[config.mk]
export PLATFORM = sky130hd
export DESIGN_NAME = step_sequencer
export DESIGN_NICKNAME = d
export VERILOG_FILES = /design/src/rtl/step_sequencer.sv
export SDC_FILE = /design/constraint.sdc
export NUM_CORES = 1
export LEC_CHECK = 0
export CAP_MARGIN = 0
export CORE_MARGIN = 5
export CORE_UTILIZATION = 39
export CTS_CLUSTER_SIZE = 40
export DETAILED_ROUTE_END_ITERATION = 8
export GPL_TIMING_DRIVEN = 0
export PLACE_DENSITY_LB_ADDON = 0.1
export SKIP_CTS_REPAIR_TIMING = 1
export SLEW_MARGIN = 5
export SYNTH_ARGS = -nofsm -noshare
export SYNTH_HDL_FRONTEND = slang
export SYNTH_SLANG_ARGS = --single-unit
[constraint.sdc]
create_clock -name clock_in -period 16.74 [get_ports clock_in]
set_clock_uncertainty 0.15 [all_clocks]
set_input_delay 3.348 -clock clock_in [delete_from_list [all_inputs] [get_ports clock_in]]
set_output_delay 3.348 -clock clock_in [all_outputs]
set_load 0.05 [all_outputs]
[src/rtl/step_sequencer.sv]
// ---------------------------------------------------------------------------
// step_sequencer
// Tick-driven pattern sequencer. It walks a programmable pattern of up to
// STEPS slots, advancing one slot every ticks_per_step tempo ticks. Each
// active slot produces a note value, a one-cycle trigger and a gate that
// stays high for gate_ticks ticks. Rest slots move the step index only.
//
// Ports:
//   clock_in        system clock, rising edge
//   reset           asynchronous active-high reset
//   tick            one-cycle tempo subdivision pulse
//   start / stop    one-cycle control pulses (stop has priority)
//   last_step       index of the final step before wrapping to 0
//   ticks_per_step  ticks per step (0 behaves as 1)
//   gate_ticks      gate length in ticks (0 = trigger only)
//   wr_*            pattern slot write port
//   note, gate, trigger, step, running   registered outputs
// ---------------------------------------------------------------------------
module step_sequencer #(
    parameter  int STEPS      = 16,
    parameter  int NOTE_WIDTH = 8,
    localparam int SW         = $clog2(STEPS)
) (
    input  logic                  clock_in,
    input  logic                  reset,
    input  logic                  tick,
    input  logic                  start,
    input  logic                  stop,
    input  logic [SW-1:0]         last_step,
    input  logic [3:0]            ticks_per_step,
    input  logic [3:0]            gate_ticks,
    input  logic                  wr_en,
    input  logic [SW-1:0]         wr_addr,
    input  logic [NOTE_WIDTH-1:0] wr_note,
    input  logic                  wr_active,
    output logic [NOTE_WIDTH-1:0] note,
    output logic                  gate,
    output logic                  trigger,
    output logic [SW-1:0]         step,
    output logic                  running
);

    typedef enum logic [1:0] {
        ST_IDLE  = 2'd0,
        ST_ARMED = 2'd1,
        ST_RUN   = 2'd2
    } state_t;

    state_t                  state_q,    state_d;
    logic [NOTE_WIDTH-1:0]   note_q,     note_d;
    logic                    gate_q,     gate_d;
    logic                    trigger_q,  trigger_d;
    logic [SW-1:0]           step_q,     step_d;
    logic                    running_q,  running_d;
    logic [3:0]              sub_cnt_q,  sub_cnt_d;
    logic [3:0]              gate_cnt_q, gate_cnt_d;

    logic [NOTE_WIDTH-1:0]   slot_note_q [STEPS];
    logic [STEPS-1:0]        slot_act_q;

    logic                    play_s;
    logic [SW-1:0]           play_idx_s;
    logic [SW-1:0]           next_idx_s;
    logic [3:0]              tps_m1_s;

    // Step-advance helpers: effective ticks-per-step minus one, and the wrap target.
    always_comb begin
        if (ticks_per_step == 4'd0) begin
            tps_m1_s = 4'd0;
        end else begin
            tps_m1_s = ticks_per_step - 4'd1;
        end
        // ">=" so that lowering last_step below the current step wraps at once
        if (step_q >= last_step) begin
            next_idx_s = '0;
        end else begin
            next_idx_s = step_q + SW'(1);
        end
    end

    // Next-state and output computation; stop beats start, start beats tick.
    always_comb begin
        state_d    = state_q;
        note_d     = note_q;
        trigger_d  = 1'b0;
        step_d     = step_q;
        sub_cnt_d  = sub_cnt_q;
        gate_cnt_d = gate_cnt_q;
        play_s     = 1'b0;
        play_idx_s = '0;

        if (stop) begin
            state_d    = ST_IDLE;
            step_d     = '0;
            sub_cnt_d  = 4'd0;
            gate_cnt_d = 4'd0;
        end else if (start) begin
            // (Re)arm: the tick arriving with start is not consumed
            state_d    = ST_ARMED;
            step_d     = '0;
            sub_cnt_d  = 4'd0;
            gate_cnt_d = 4'd0;
        end else if (tick) begin
            case (state_q)
                ST_ARMED: begin
                    play_s     = 1'b1;
                    play_idx_s = '0;
                    sub_cnt_d  = 4'd0;
                    state_d    = ST_RUN;
                end
                ST_RUN: begin
                    if (sub_cnt_q >= tps_m1_s) begin
                        play_s     = 1'b1;
                        play_idx_s = next_idx_s;
                        sub_cnt_d  = 4'd0;
                    end else begin
                        sub_cnt_d = sub_cnt_q + 4'd1;
                        // Gate only counts down on ticks that do not play a step
                        if (gate_cnt_q != 4'd0) begin
                            gate_cnt_d = gate_cnt_q - 4'd1;
                        end else begin
                            gate_cnt_d = 4'd0;
                        end
                    end
                end
                default: begin
                    state_d = state_q;
                end
            endcase
        end else begin
            state_d = state_q;
        end

        // Playing reads the slot registers before any same-cycle write lands
        if (play_s) begin
            step_d = play_idx_s;
            if (slot_act_q[play_idx_s]) begin
                note_d     = slot_note_q[play_idx_s];
                trigger_d  = 1'b1;
                gate_cnt_d = gate_ticks;
            end else begin
                gate_cnt_d = 4'd0;
            end
        end else begin
            step_d = step_d;
        end

        gate_d    = (gate_cnt_d != 4'd0);
        running_d = (state_d != ST_IDLE);
    end

    // Sequencer state and registered outputs.
    always_ff @(posedge clock_in or posedge reset) begin
        if (reset) begin
            state_q    <= ST_IDLE;
            note_q     <= '0;
            gate_q     <= 1'b0;
            trigger_q  <= 1'b0;
            step_q     <= '0;
            running_q  <= 1'b0;
            sub_cnt_q  <= 4'd0;
            gate_cnt_q <= 4'd0;
        end else begin
            state_q    <= state_d;
            note_q     <= note_d;
            gate_q     <= gate_d;
            trigger_q  <= trigger_d;
            step_q     <= step_d;
            running_q  <= running_d;
            sub_cnt_q  <= sub_cnt_d;
            gate_cnt_q <= gate_cnt_d;
        end
    end

    // Pattern slot storage; writes accepted in every state.
    always_ff @(posedge clock_in or posedge reset) begin
        if (reset) begin
            for (int i = 0; i < STEPS; i++) begin
                slot_note_q[i] <= '0;
            end
            slot_act_q <= '0;
        end else if (wr_en) begin
            slot_note_q[wr_addr] <= wr_note;
            slot_act_q[wr_addr]  <= wr_active;
        end
    end

    assign note    = note_q;
    assign gate    = gate_q;
    assign trigger = trigger_q;
    assign step    = step_q;
    assign running = running_q;

endmodule

==> results by group, run 1 <==
Outcome
  – Status: finished, final reports clean

Power and ir drop
  – Worst IR Drop VDD: 0.0000588 V
  – Cell area power density: 115 nW/µm²
  – Leakage power: 4.07 nW

STA
  – Final period util: 43.4%
  – Worst-margin pin slew: 1.26 ns
  – Max_slew headroom: 15.6%
  – Hold Vio Cnt, Final: 0
  – Crit path time final: 7.26 ns
  – Final setup fails: 0
  – Worst hold margin: 0.355 ns
  – Max-slew violations: 0
  – Max Clk Rate: 138 MHz
  – Setup TNS: 0 ns
  – RSZ-0062 raised after global routing: false

Synthesis
  – Yosys warning count: 0
  – Ys async rst share: 100%
  – Post-synth EDFFs: 0
  – Synth area leaders: dfrtp_1 51%, mux2_2 21%, ha_1 2.3%, nor2_1 2.2%, mux2i_1 1.9%
  – Syn Area/Cell: 12.3 µm²
  – Top cell type's share of synthesized area: 51.2%
  – Post-synth top area cell: dfrtp_1
  – FF+latch count, synth: 169
  – Ys flop type: dfrtp_1
  – Yosys cell types: 66
  – Synthesized cell area: 8260 µm²
  – Syn Inst Count: 673
  – Post-synthesis sequential area ratio: 51.2%
  – Syn nets: 719

Floorplanning
  – Starting Density: 39.4%
  – Die width: 156 µm
  – Core region area: 21,000 µm²
  – Row cnt: 53
  – Die H: 156 µm
  – # IOs: 46
  – Die Area: 24,200 µm²

Global routing
  – Total GRT Usage: 20.1%
  – Initial antenna violation count: 0
  – Largest net degree at the start of global routing: 99
  – First-pass GRT wire length: 36.7 mm
  – Vias in the first global route: 6,149
  – Grt ovf: 0

Route
  – Drt wl/cell: 22.8 µm
  – Starting DRT DRC Count: 381
  – Vias per inst: 5.69
  – Via total after detailed routing: 5,828
  – DRT Pass-1 Iters: 4
  – WL final: 23.4 mm
  – Antenna viol nets, final: 0
  – DR DRC count: 0

Worst setup path
  – FF-to-FF setup slack: 12.02 ns
  – Worst R2R Path Depth: 12
  – Critical Path Fanout Max: 10
  – Worst EP arrival: 7.49 ns
  – CP delay by family, top: simple AND/OR/NAND/NOR gates
  – WP data required: 16.96 ns
  – CP bufs+invs: 2
  – Worst path cell trace: clkdlybuf4s50_1 > or2_2 > nor3b_1 > a21oi_1 > ha_1 > o21a_1 > nor2_1 > nor4_1 > nand2_1 > clkbuf_1 > o221ai_1 > o211a_1 > nor3_1 > mux2_2
  – Crit end category: flop
  – CP max stage delay: 0.57 ns
  – Startpoint types: primary input
  – Crit path kind: in2reg
  – Worst r2r src: step[0]
  – Slowest cell on crit path: clkbuf_1
  – Reg-to-Reg End: note[7]

Layout
  – Most frequent cells in the layout: 169 x dfrtp_1, 155 x mux2_2, 48 x nor2_1, 44 x clkdlybuf4s50_1, 29 x nand2_1
  – Nets: 783
  – Area Growth Syn to Fin: 17.2%
  – Layout cells sized above 1: 28.8%
  – FF+latch area: 4230 µm²
  – Most common cell after layout, fill and taps aside: dfrtp_1
  – Multi-input logic area: 3800 µm²
  – Antenna diodes: 0
  – Fillers: 1,914

Hold path
  – Hold path cells: 1
  – Hold Path Class: reg2reg
  – HP Start: slot_note_q[92]
  – Hold Path End: slot_note_q[92]

Placement
  – GPL Wtd Cong: 0.832
  – Post-DP HPWL: 16.3 mm
  – Number of port buffers: 44

Job
  – # Max-Cap Violations: 0

CTS
  – # clock sinks: 169
  – Skew-Pair Late Insertion Delay: 0.43 ns
  – Num CTS Buffers: 17
  – Clock Path Buffers: 2
  – Root Buffer: clkbuf_16
  – CTS H-tree lvls: 4
  – Clock transition at path regs: 0.07 ns
  – CTS tree: done
-- per-stage QoR --
step           utilization [%]  worst slack (ns)  std cells  total power, mW  area (µm²)
3_5_place_dp              43.3              9.08        993            0.714        9080
3_3_place_gp              43.1              6.45        992            0.704        9040
6_report                  46.2              9.48       1025             1.11        9680
5_1_grt                   46.2              9.19       1025             1.16        9680
2_1_floorplan                -              8.67        673            0.656        8260
4_1_cts                   46.2              9.53       1025             1.12        9680
-- logic make-up (layout without fill, tap and decap cells) --
logic type      Yosys count  count (layout)  synth area share [%]
compound gates          120             120                  10.9
xor+xnor                  3               3                 0.318
fa+ha+maj                15              15                  2.27
buf+inv                  49             126                  2.71
flops                   169             169                  51.2
mux                     173             173                  23.4
simple gates            144             144                  9.09
-- cell usage after synthesis (all sizes together) (2+ instances only) --
| library cell | count |
|---|---|
| o21ai | 20 |
| a21o | 4 |
| a221oi | 3 |
| and3 | 4 |
| ha | 15 |
| mux2i | 16 |
| nand2b | 6 |
| o22ai | 12 |
| o32ai | 4 |
| inv | 15 |
| nor3 | 15 |
| a31oi | 5 |
| nor2b | 2 |
| or2 | 4 |
| and2 | 2 |
| clkbuf | 23 |
| o2bb2ai | 2 |
| mux2 | 157 |
| nand4 | 2 |
| nor4 | 8 |
| nor2 | 50 |
| nand3 | 5 |
| o211ai | 7 |
| o2111ai | 2 |
| o31ai | 2 |
| nand3b | 3 |
| a2111oi | 4 |
| o21a | 3 |
| buf | 11 |
| nand2 | 29 |
| a311oi | 2 |
| o221ai | 12 |
| or3 | 5 |
| o311ai | 2 |
| nor3b | 6 |
| a21oi | 18 |
| dfrtp | 169 |
| a211oi | 6 |
| xor2 | 2 |
| a211o | 2 |
| o211a | 3 |
-- worst register-to-register path, cell delays in order, from the launching register on --
cell and delay (ns):
dfrtp_1 0.40, buf_2 0.22, inv_1 0.10, clkbuf_1 0.53, ha_1 0.36, nor3b_1 0.30
o2111ai_2 0.25, nor4_1 0.77, clkbuf_1 0.58, o221ai_1 0.24, o211a_1 0.25, nor3_1 0.32
mux2_2 0.22
-- area by class of cell --
class	count	share of cell area (%)
buffer	34	1.73
clock buffer	19	4.58
clock inverter	13	1.67
inverter	15	0.659
multi-input combinational	455	39.3
sequential	169	43.7
tap	275	3.55
timing repair buffer	45	4.83
-- report_power, final --
part	total (mW)	switching [mW]	internal [mW]
Clock	0.405	0.176	0.229
Combinational	0.170	0.0748	0.0952
Sequential	0.535	0.0435	0.492
-- registers in the layout, indices dropped and copies added (netlist names) --
register and flops:
state_q 2, step 4, slot_act_q 16, trigger 1, gate 1, sub_cnt_q 4, slot_note_q 128, gate_cnt_q 4
note 8, running 1
-- worst max path at each step --
stage / startpoint / end / cells after the start
floorplan: reset / gate / 1
global placement: reset / slot_note_q[116] / 2
detailed placement: ticks_per_step[1] / note[7] / 14
CTS: ticks_per_step[1] / note[7] / 14
global route: ticks_per_step[1] / note[7] / 14
finish: ticks_per_step[1] / note[7] / 14
-- metal layers --
metal | track usage (%) | vias up | part of all wire, %
met2 | 33.3 | 167 | 48
li1 | - | 2630 | -
met4 | 6.92 | 0 | 3.0
met1 | 26.0 | 2992 | 42
met5 | 0 | - | 0
met3 | 4.53 | 39 | 6.3
Note: power is estimated with default switching activity, not from simulation.
==> inputs of run 2 (changes only) <==
Clock period 16.74 ns to 7.5 ns, I/O delays scaled along.
==> results of run 2 <==
The final DEF is identical to that of run 1. Status: finished, final reports clean.
Main changes from that run: setup slack after placement 9.08 ns -> 1.69 ns; setup slack after layout 9.48 ns -> 2.09 ns; register-to-register setup slack 12.02 ns -> 2.78 ns; total power 1.11 mW -> 2.48 mW; worst IR drop on VDD 0.0000588 V -> 0.000131 V
